==> src/rtl/pipe_checker_pkg.sv <==
// Shared constants, entry layout and helpers for the pipeline result checker.
package pipe_check_pkg;

  // Width of the free-running timestamp stored alongside each expectation.
  localparam int TS_W = 8;

  // FIFO entry layout is {exp[W-1:0], stamp[TS_W-1:0]}. W is a module
  // parameter, so the layout is described by widths, not a packed struct.
  function automatic int entry_w(input int w);
    return w + TS_W;
  endfunction

  // Increment v, holding at the all-ones value of a w-bit counter (w <= 32).
  function automatic logic [31:0] sat_inc(input logic [31:0] v, input int unsigned w);
    logic [31:0] max_v;
    max_v = (w >= 32) ? 32'hFFFF_FFFF : ((32'd1 << w) - 32'd1);
    return (v >= max_v) ? max_v : (v + 32'd1);
  endfunction

endpackage

==> src/rtl/pipe_checker_sync_fifo.sv <==
// Zero-read-latency synchronous FIFO: the head entry is visible on dout
// combinationally. A pop on empty is ignored; a push on full is dropped
// unless a pop frees the slot in the same cycle.
module sync_fifo
  import pipe_check_pkg::*;
#(
  parameter int WIDTH = 16,
  parameter int DEPTH = 8
) (
  input  logic                     clk,
  input  logic                     rst_n,
  input  logic                     push,
  input  logic                     pop,
  input  logic [WIDTH-1:0]         din,
  output logic [WIDTH-1:0]         dout,
  output logic                     full,
  output logic                     empty,
  output logic [$clog2(DEPTH):0]   count
);

  localparam int AW = $clog2(DEPTH);
  localparam int CW = AW + 1;

  logic [WIDTH-1:0] mem_q [DEPTH];
  logic [AW-1:0]    wr_ptr_q, wr_ptr_d;
  logic [AW-1:0]    rd_ptr_q, rd_ptr_d;
  logic [CW-1:0]    count_q, count_d;
  logic             do_push;
  logic             do_pop;

  assign full    = (count_q == CW'(DEPTH));
  assign empty   = (count_q == '0);
  assign do_pop  = pop & ~empty;
  assign do_push = push & (~full | do_pop);
  assign dout    = mem_q[rd_ptr_q];
  assign count   = count_q;

  // Next pointer/occupancy; pointers wrap naturally since DEPTH is a power of two.
  always_comb begin
    wr_ptr_d = wr_ptr_q;
    rd_ptr_d = rd_ptr_q;
    if (do_push) wr_ptr_d = wr_ptr_q + AW'(1);
    if (do_pop)  rd_ptr_d = rd_ptr_q + AW'(1);
    count_d = count_q + CW'(do_push) - CW'(do_pop);
  end

  // Pointer and occupancy registers; reset flushes the FIFO.
  always_ff @(posedge clk) begin
    if (!rst_n) begin
      wr_ptr_q <= '0;
      rd_ptr_q <= '0;
      count_q  <= '0;
    end else begin
      wr_ptr_q <= wr_ptr_d;
      rd_ptr_q <= rd_ptr_d;
      count_q  <= count_d;
    end
  end

  // Storage array; contents are don't-care until written, so no reset.
  always_ff @(posedge clk) begin
    if (do_push) mem_q[wr_ptr_q] <= din;
  end

endmodule

==> config.mk <==
export PLATFORM = sky130hd
export DESIGN_NAME = sync_fifo
export DESIGN_NICKNAME = d
export VERILOG_FILES = /design/src/rtl/pipe_checker_pkg.sv /design/src/rtl/pipe_checker_sync_fifo.sv
export SDC_FILE = /design/constraint.sdc
export NUM_CORES = 1
export LEC_CHECK = 0
export CAP_MARGIN = 20
export CELL_PAD_IN_SITES_DETAIL_PLACEMENT = 0
export CELL_PAD_IN_SITES_GLOBAL_PLACEMENT = 1
export CORE_UTILIZATION = 46
export DETAILED_ROUTE_END_ITERATION = 10
export PLACE_DENSITY = 0.76
export SLEW_MARGIN = 20
export SYNTH_ARGS = -nofsm -noshare
export SYNTH_HDL_FRONTEND = slang
export SYNTH_SLANG_ARGS = --single-unit
==> constraint.sdc <==
create_clock -name clk -period 2.9 [get_ports clk]
set_input_delay 0.29 -clock clk [delete_from_list [all_inputs] [get_ports clk]]
set_output_delay 0.29 -clock clk [all_outputs]
set_load 0.1 [all_outputs]
==> After elaboration in Yosys (flattened, before gate mapping) <==
Memory sizes are Yosys's and may differ from the RTL's. A register that Yosys moved wholly into a read port is not among the register bits.
Cells that the tools add are included.
{ "totals": {"n_memories": 1, "word_cells": 19, "out_inout_bits": 22, "ramBits": 128, "reg_bits": 10, "inputBits": 20} }
{ "classes": {"n_reduce_logical": 1, "mux": 4, "add_sub_neg": 4, "bitwise": 5, "eq_ne": 1} }
{ "mem_list": {"columns": ["memory", "depth", "word_bits", "read_ports", "rd_clocked_by_memory_dff", "write_ports", "line_no", "rtl"], "rows": [
  ["mem_q", 8, 16, 1, 1, 1, "pipe_checker_sync_fifo.sv:24", "logic [WIDTH-1:0] mem_q [DEPTH];"]
]} }
{ "ops": {"columns": ["cell", "count"], "rows": [
  ["adder 3 x 1 -> 3 bit, second input constant", 2],
  ["two-way mux 3 bit", 2],
  ["adder 4 x 1 -> 4 bit", 1],
  ["== test 4 bit, second input constant", 1],
  ["logical NOT 4 bit", 1],
  ["subtractor 4 x 1 -> 4 bit", 1],
  ["bitwise AND 1 bit", 2],
  ["two-way mux 1 bit", 2],
  ["NOT 1 bit", 2],
  ["bitwise OR 1 bit", 1]
]} }

==> Longest topological paths before layout <==
Gate-level depths: netlist (run 1).
{ "depth": {"ltp_word": 7, "ltp_mapped": 11} }

==> Least setup slack after synthesis (run 1) <==
Ideal clock, no wire load.
{ "synth_path": {"kind": "register to register", "start": "register count_q[2], in the netlist count[2]", "end": "register count_q[2], in the netlist count[2]", "stages_incl_launch_ff": 12, "setup_ps": 118, "arrival_ps": 4651, "required_ps": 2782, "path_slack_ps": -1869, "period_less_slack_ps": 4769, "cell_sequence": "dfxtp_1 -> inv_1 -> ha_1 -> nor3b_1 -> nor2b_1 -> clkbuf_1 -> mux2i_1 -> ha_1 -> inv_1 -> fa_1 -> xor2_1 -> nor2_1"} }
{ "synth_between": {"elab_chain_cells": 7} }
{ "synth_rtl": {"columns": ["element", "line_no", "rtl"], "rows": [
  ["start, declared", "pipe_checker_sync_fifo.sv:27", "logic [CW-1:0] count_q, count_d;"],
  ["start signal, assigned", "pipe_checker_sync_fifo.sv:56", "count_q <= count_d;"],
  ["logical NOT 4 bit (*)", "pipe_checker_sync_fifo.sv:32", "assign empty = (count_q == '0);"],
  ["named net empty", "pipe_checker_sync_fifo.sv:17", "output logic empty,"],
  ["NOT 1 bit (*)", "pipe_checker_sync_fifo.sv:33", "assign do_pop = pop & ~empty;"],
  ["bitwise AND 1 bit (*)", "pipe_checker_sync_fifo.sv:33", null],
  ["bitwise OR 1 bit", "pipe_checker_sync_fifo.sv:34", "assign do_push = push & (~full | do_pop);"],
  ["bitwise AND 1 bit", "pipe_checker_sync_fifo.sv:34", null],
  ["adder 4 x 1 -> 4 bit", "pipe_checker_sync_fifo.sv:44", "count_d = count_q + CW'(do_push) - CW'(do_pop);"],
  ["subtractor 4 x 1 -> 4 bit (*)", "pipe_checker_sync_fifo.sv:44", null]
]} }
Mark *: on every way through the listed nets, which the timed path passes. The rest lies on a longest branch.
A chain may end at the register's enable or synchronous reset.

==> run_results.csv, run 1 <==
group,metric,value,unit
synth,syn_area,5600,um2
layout,area_growth,26.1,%
global_routing,antenna_found_initial,0,
synth,ys_async_sr_fraction,0,%
layout,final_cell_mix,"128 x edfxtp_1, 32 x mux4_2, 19 x clkdlybuf4s50_1, 19 x buf_4, 18 x buf_12",
flow_run,maxCapViolCount,0,
layout,diodes,0,
layout,layout.nets,367,
sta,fin_crit,2540,ps
floorplanning,fp.dieW,112,um
routing,drtPass1Iterations,7,
pwr,p_total,7.48,mW
floorplanning,rows,39,
clock_network,hold_buffers,0,
clock_network,clock-root-buffer,"clkbuf_16",
place,placed_area,6460,um2
routing,wl_per_cell,20.5,um
clock_network,h-tree-depth,4,
layout,stdcell_count,493,
sta,finClkSkew,6.69,ps
floorplanning,die_area,12600,um2
sta,worstMarginPinSlew,577,ps
global_routing,grt_pass1_wl,16200,um
place,dpl.hpwl,5960,um
critical_path,crit_fanout,12,
worst_hold_path,hold_class,"reg -> reg",
synth,yosysTopAreaCellShare,68.6,%
clock_network,cts_setup_buffers,0,
clock_network,clk_pin_slew_worst_paths,60,ps
floorplanning,core_area,11700,um2
synth,synth_fp_nets,306,
routing,drt_wl_total,10100,um
critical_path,cp.arrival,2250,ps
critical_path,cp.required,2610,ps
critical_path,slowest_stage,"dfxtp_2",
clock_network,clock_latency,410,ps
sta,post-route-period-util,87.8,%
critical_path,crit_top_cell,"buf_12",
layout,final_core_util,60.5,%
clock_network,cts_tree,"yes",
clock_network,numCtsBuffers,17,
pwr,power_density,1060,nW/um2
routing,viasPerCell,5.56,
place,dp.cells,463,
sta,rsz0062_at_grt,"false",
sta,clock.fmax,393,MHz
layout,layout-drive-gt1-share,36.9,%
run_status,status,"finished, violations left",
global_routing,grt_max_degree,33,
layout,multi_input_area,1430,um2
synth,synthFlopType,"edfxtp_1",
sta,hold_viol,0,
synth,synth_cell_type_count,39,
synth,synth-seq-area-share,73.3,%
place,gp_congestion,0.747,
sta,slew_violations,0,
critical_path,critPathLaunchType,"flip-flop",
layout,layout_commonest_cell,"edfxtp_1",
floorplanning,start_util,48.0,%
synth,synth.area.top_cells,"edfxtp_1 69%, mux4_2 13%, dfxtp_1 4.6%",
sta,fin_tns_setup,0,ps
synth,yosysWarnings,0,
synth,synthCells,278,
sta,slew_headroom,61.4,%
global_routing,overflow,0,
critical_path,slowest_delay,590,ps
layout,fin_area,7060,um2
routing,drc,3,
floorplanning,ioPinCount,42,
sta,setup_violations,0,
run_status,violations,"design-rule violations",
routing,drtIter0Drc,124,
routing,vias,2741,
pwr,ir_drop,707,uV
global_routing,grtUsageTotal,18.0,%
routing,ant_nets,0,
synth,synth_top_area_cell,"edfxtp_1",
floorplanning,die_y,112,um
critical_path,endpoint_kind,"primary output",
critical_path,path_cells,"buf_12 -> mux4_2 -> mux2_2 -> buf_12",
pwr,p_leak,2.34,nW
critical_path,critical_path_class,"reg -> out",
place,numPortBuffers,41,
layout,seq_area,4120,um2
synth,ys_ff_latch,141,
synth,syn_avg_cell_area,20.1,um2
layout,fill_cells,809,
clock_network,post_cts_resized,0,
global_routing,grt_pass1_vias,2924,
clock_network,cts.sinks,141,
synth,synth_edf_count,128,
clock_network,clockBufferDepth,2,
## stage by stage
step	setup slack, ps	hold WS, ps
2_1_floorplan	-21.6	389
4_1_cts	289	485
5_1_grt	241	543
3_3_place_gp	693	472
6_report	355	484
3_5_place_dp	680	474
## power by group
group | switching [mW] | total, mW | internal, mW
clock network | 0.764 | 2.18 | 1.42
registers | 0.148 | 2.59 | 2.44
logic | 1.70 | 2.71 | 1.01
total | 2.61 | 7.48 | 4.87
## per-layer routing
| metal | GRT usage, % | routed length (um) |
|---|---|---|
| met3 | 5.62 | 555 |
| met2 | 28.9 | 5020 |
| met4 | 7.11 | 83 |
| met1 | 23.2 | 4420 |
| met5 | 0 | 0 |
## cells by family after synthesis
group,count (synthesis),synth area share (%)
simple gates,45,4.38
compound gates,9,1.07
mux,53,17.0
fa+ha+maj,8,1.92
flops,141,73.3
buf+inv,21,2.21
xor+xnor,1,0.156
## cell usage after synthesis (5+ instances only)
cell type,n
mux4_2,32
nor2_1,6
nand2_1,9
edfxtp_1,128
mux2_2,16
mux2i_1,5
ha_1,7
inv_1,6
dfxtp_1,13
## path summary, 6_finish.rpt
kind	start	to	slack [ps]	cells past startpoint
hold / removal	rd_ptr_q[1]	flip-flop	480	2
hold reg to reg	rd_ptr_q[1]	flip-flop	480	2
setup / recovery	flip-flop	dout[14]	360	4
setup reg to reg	count[2]	mem_q[3][12]	690	6
## sequential cells by signal, indices dropped and copies added, names as in the netlist, named ones only
signal    cells
wr_ptr_q      3
count         4
mem_q       128
rd_ptr_q      3
## layout make-up
cell class | count | share of cell area, %
Clock inverter | 13 | 2.48
Sequential cell | 141 | 58.3
Timing Repair Buffer | 56 | 9.82
Tap cell | 143 | 2.53
Clock buffer | 17 | 6.03
Inverter | 7 | 0.549
Multi-Input combinational cell | 116 | 20.3
## worst max-delay path: cells and delay by family (launching register included)
family | cells | cell delay, ps
buf+inv | 2 | 390
flops | 1 | 590
mux | 2 | 840
(Power assumes the default switching activity.)
==> run 2: changes to the inputs <==
--- a/config.mk
+++ b/config.mk
@@ -8,6 +8,7 @@
 export CAP_MARGIN = 20
 export CELL_PAD_IN_SITES_DETAIL_PLACEMENT = 0
 export CELL_PAD_IN_SITES_GLOBAL_PLACEMENT = 1
+export CORE_ASPECT_RATIO = 1.5
 export CORE_UTILIZATION = 46
 export DETAILED_ROUTE_END_ITERATION = 10
 export PLACE_DENSITY = 0.76
==> run_results.csv, run 2 (synthesis results as in run 1) <==
group,metric,value,unit
clock_network,cts_setup_buffers,0,
critical_path,endpoint_kind,"primary output",
clock_network,cts.sinks,141,
clock_network,post_cts_resized,0,
place,numPortBuffers,41,
sta,setup_ws,528,ps
floorplanning,rows,49,
pwr,p_leak,2.34,nW
clock_network,h-tree-depth,4,
global_routing,overflow,0,
routing,top_layer,"met4",
worst_hold_path,holdPathStages,2,
routing,wl_per_cell,20.3,um
sta,rsz0062_at_grt,"false",
clock_network,cts_tree,"yes",
layout,layout.nets,367,
sta,timing.hold.ws,479,ps
routing,met3WireLength,495,um
routing,met1_length,4000,um
clock_network,hold_buffers,0,
layout,multi_input_area,1430,um2
sta,setup_violations,0,
critical_path,r2r_cells,6,
global_routing,grt_pass1_wl,16000,um
layout,final_cell_mix,"128 x edfxtp_1, 32 x mux4_2, 20 x buf_4",
floorplanning,ioPinCount,42,
layout,area_growth,25.6,%
layout,top_register,"mem_q",
pwr,ir_drop,737,uV
routing,drtPass1Iterations,4,
layout,layout-drive-gt1-share,36.9,%
floorplanning,fp.dieW,92.1,um
sta,post-route-period-util,81.8,%
floorplanning,die_area,12600,um2
critical_path,crit_fanout,32,
critical_path,critical_path_class,"reg -> out",
place,dpl.hpwl,6140,um
global_routing,grt_pass1_vias,3027,
floorplanning,start_util,46.8,%
critical_path,r2r_slack,700,ps
routing,drtIter0Drc,197,
critical_path,rr_startpoint,"count[2]",
floorplanning,core_area,12000,um2
place,gp_congestion,0.732,
critical_path,critPathLaunchType,"flip-flop",
routing,drt_wl_total,10300,um
layout,stdcell_count,505,
critical_path,cp.required,2610,ps
layout,layout_commonest_cell,"edfxtp_1",
routing,drc,0,
critical_path,cp.arrival,2080,ps
sta,slew_violations,0,
sta,clock.fmax,422,MHz
clock_network,numCtsBuffers,17,
clock_network,clock_latency,410,ps
layout,diodes,0,
sta,finClkSkew,7.26,ps
critical_path,regToRegEndpoint,"mem_q[6][9]",
pwr,p_total,7.36,mW
global_routing,grt_max_degree,33,
layout,largest_register_ffs,128,
sta,slew_headroom,60.6,%
global_routing,antenna_found_initial,0,
run_status,status,"finished clean",
worst_hold_path,hp-start,"rd_ptr_q[1]",
worst_hold_path,hold_class,"reg -> reg",
clock_network,clock-root-buffer,"clkbuf_16",
pwr,power_density,1050,nW/um2
layout,fill_cells,884,
sta,worstMarginPinSlew,588,ps
routing,viasPerCell,5.51,
sta,hold_viol,0,
layout,final_core_util,58.8,%
sta,fin_crit,2370,ps
flow_run,maxCapViolCount,0,
routing,ant_nets,0,
place,dp_worst_setup_slack,443,ps
routing,wl_met2,5540,um
clock_network,clockBufferDepth,2,
global_routing,grtUsageTotal,17.9,%
routing,vias,2785,
clock_network,clk_pin_slew_worst_paths,60,ps
layout,seq_area,4120,um2
place,dp.cells,473,
floorplanning,die_y,137,um
run 2: metal layers:
metal	vias up	GRT usage (%)
li1	1251	-
met1	1436	20.3
met2	76	31.0
met3	22	4.44
met4	0	9.90
met5	-	0
run 2: layout make-up:
cell class	instances	share of cell area, %
Clock buffer	18	6.10
Clock inverter	14	2.06
Inverter	7	0.551
Multi-Input combinational cell	116	20.4
Sequential cell	141	58.5
Tap cell	153	2.72
Timing Repair Buffer	56	9.68
run 2: worst max path at each step:
stage / to / slack (ps) / start / cells after the start
2_1_floorplan: count[2] / -20 / count[2] / 11
3_3_place_gp: mem_q[6][6] / 540 / pop / 5
3_5_place_dp: mem_q[6][7] / 440 / pop / 5
4_1_cts: dout[13] / 490 / flip-flop / 4
5_1_grt: dout[14] / 440 / flip-flop / 4
6_report: dout[12] / 530 / flip-flop / 4
run 2: worst max-delay path: stages, from the launching register on:
cell,delay [ps]
dfxtp_2,340
buf_12,260
mux4_2,550
mux2_2,310
buf_12,170
run 2: where the power goes:
| part | leakage, nW | switching, mW | internal, mW |
|---|---|---|---|
| logic | 0.789 | 1.73 | 1.01 |
| registers | 1.27 | 0.106 | 2.44 |
| clock network | 0.275 | 0.811 | 1.26 |
| total | 2.34 | 2.65 | 4.71 |
run 2: through the flow:
| step | setup TNS, ps | area (um2) |
|---|---|---|
| after floorplan | -21.6 | 5650 |
| after global placement | 0 | 6460 |
| after detailed placement | 0 | 6460 |
| after CTS | 0 | 7030 |
| after global routing | 0 | 7030 |
| final | 0 | 7030 |
==> run 3: changes to the inputs <==
--- a/config.mk
+++ b/config.mk
@@ -9,9 +9,9 @@
 export CELL_PAD_IN_SITES_DETAIL_PLACEMENT = 0
 export CELL_PAD_IN_SITES_GLOBAL_PLACEMENT = 1
 export CORE_ASPECT_RATIO = 1.5
-export CORE_UTILIZATION = 46
+export CORE_UTILIZATION = 50
 export DETAILED_ROUTE_END_ITERATION = 10
-export PLACE_DENSITY = 0.76
+export PLACE_DENSITY = 0.78
 export SLEW_MARGIN = 20
 export SYNTH_ARGS = -nofsm -noshare
 export SYNTH_HDL_FRONTEND = slang
==> constraint.sdc (replaced) <==
create_clock -name clk -period 2.5 [get_ports clk]
set_input_delay 0.25 -clock clk [delete_from_list [all_inputs] [get_ports clk]]
set_output_delay 0.25 -clock clk [all_outputs]
set_load 0.1 [all_outputs]
==> run_results.csv, run 3 (synthesis results as in run 1) <==
group,metric,value,unit
run_status,status,"finished clean",
pwr,clkPwrFrac,27.7,%
sta,finClkSkew,7.80,ps
routing,vias,2748,
critical_path,cp.arrival,2110,ps
clock_network,cts_tree,"yes",
clock_network,numCtsBuffers,17,
floorplanning,start_util,50.9,%
clock_network,h-tree-depth,4,
sta,timing.hold.ws,490,ps
floorplanning,die_area,11600,um2
sta,clock.fmax,424,MHz
critical_path,rr_startpoint,"count[2]",
pwr,power_density,1210,nW/um2
clock_network,clock-root-buffer,"clkbuf_16",
sta,setup_ws,140,ps
floorplanning,fp.dieW,88.4,um
clock_network,cts.sinks,141,
routing,viasPerCell,5.46,
global_routing,grt_max_degree,33,
layout,layout_commonest_cell,"edfxtp_1",
layout,stdcell_count,503,
clock_network,clock_latency,410,ps
critical_path,crit_top_cell,"buf_12",
clock_network,cts_setup_buffers,0,
routing,drt_wl_total,10500,um
sta,rsz0062_at_grt,"false",
sta,hold_viol,0,
layout,largest_register_ffs,128,
critical_path,critPathLaunchType,"flip-flop",
layout,layout.nets,371,
pwr,power_frac_comb,37.9,%
critical_path,critical_path_class,"reg -> out",
pwr,swShare,35.1,%
global_routing,antenna_found_initial,0,
layout,final_core_util,64.9,%
layout,final_cell_mix,"128 x edfxtp_1, 32 x mux4_2, 21 x buf_12",
global_routing,grt_pass1_vias,3087,
global_routing,grt_pass1_wl,16900,um
sta,fin_tns_setup,0,ps
worst_hold_path,hp-start,"rd_ptr_q[1]",
sta,setup_violations,0,
floorplanning,rows,47,
clock_network,clockBufferDepth,2,
routing,ant_nets,0,
sta,fin_crit,2360,ps
routing,wl_per_cell,20.8,um
routing,drc,0,
pwr,p_leak,2.37,nW
pwr,intPower,5.60,mW
layout,top_register,"mem_q",
routing,drtPass1Iterations,4,
place,dp.cells,471,
flow_run,maxCapViolCount,0,
critical_path,endpoint_kind,"primary output",
floorplanning,ioPinCount,42,
pwr,p_total,8.64,mW
global_routing,overflow,0,
critical_path,slowest_delay,560,ps
routing,drtIter0Drc,152,
critical_path,cp.required,2250,ps
clock_network,clk_pin_slew_worst_paths,50,ps
sta,worstMarginPinSlew,596,ps
layout,diodes,0,
layout,area_growth,27.5,%
floorplanning,core_area,11000,um2
sta,post-route-period-util,94.4,%
place,dp_worst_setup_slack,192,ps
global_routing,grtUsageTotal,20.7,%
layout,fin_area,7140,um2
worst_hold_path,hold_class,"reg -> reg",
critical_path,slowest_stage,"mux4_2",
sta,slew_violations,0,
critical_path,path_cells,"buf_12 -> mux4_2 -> mux2_2 -> buf_12",
floorplanning,die_y,132,um
pwr,ir_drop,847,uV
layout,layout-drive-gt1-share,38.5,%
place,dpl.hpwl,6860,um
critical_path,crit_fanout,17,
pwr,switching_power,3.04,mW
place,numPortBuffers,41,
pwr,p_seq_share,34.5,%
sta,slew_headroom,60.0,%
place,gp_congestion,0.726,
place,placed_area,6550,um2
==> run 3: cell types whose count changed in the layout (fill, tap and decap cells not counted), moves of 2 or more <==
cell	previous run	this run
clkbuf_16	17	19
bufinv_16	2	0
clkinv_1	2	0
inv_1	5	3
clkbuf_1	1	5
clkinv_4	5	0
ha_1	7	5
buf_12	17	21
clkbuf_8	0	5
==> run 3: worst max-delay path, delay by kind of cell (launching register included) <==
family   cells  cell delay, ps
mux          2             870
flops        1             430
buf+inv      2             390
==> run 3: path summary, 6_finish.rpt <==
| path | to | slack, ps | cells past startpoint |
|---|---|---|---|
| setup / recovery | dout[7] | 140 | 4 |
| hold / removal | flip-flop | 490 | 2 |
| setup reg to reg | mem_q[6][10] | 370 | 6 |
| hold reg to reg | flip-flop | 490 | 2 |
==> run 3: layer usage <==
| metal | share of wire [%] | GRT usage, % | up-vias |
|---|---|---|---|
| met3 | 6.8 | 5.65 | 14 |
| met2 | 56 | 35.2 | 94 |
| met5 | 0 | 0 | - |
| met4 | 1.6 | 9.05 | 0 |
| met1 | 36 | 24.0 | 1380 |
| li1 | - | - | 1260 |
==> run 3: power groups by stage <==
stage / clock, mW / combinational (mW) / sequential (mW)
after floorplan: 0 / 2.14 / 3.13
after global placement: 0 / 3.28 / 3.02
after detailed placement: 0 / 3.31 / 3.03
after CTS: 2.43 / 3.32 / 2.98
after global routing: 2.53 / 3.42 / 3.00
final: 2.39 / 3.27 / 2.98
==> run 3: cell type report <==
type	instances	area (um2)
repair buffers	60	761
fillers	727	3860
clock buffers	29	563
well taps	147	184
multi-input cells	116	1450
inverters	7	41.3
flip-flops and latches	141	4120
clock inverters	3	20.0
==> run 3: repair_timing <==
item | 4_1_cts | 5_1_grt
hold buffers | 0 | 0
resized for setup | 0 | 1
hold endpoints to repair | 0 | 0
endpoints found under the setup margin | 0 | 6
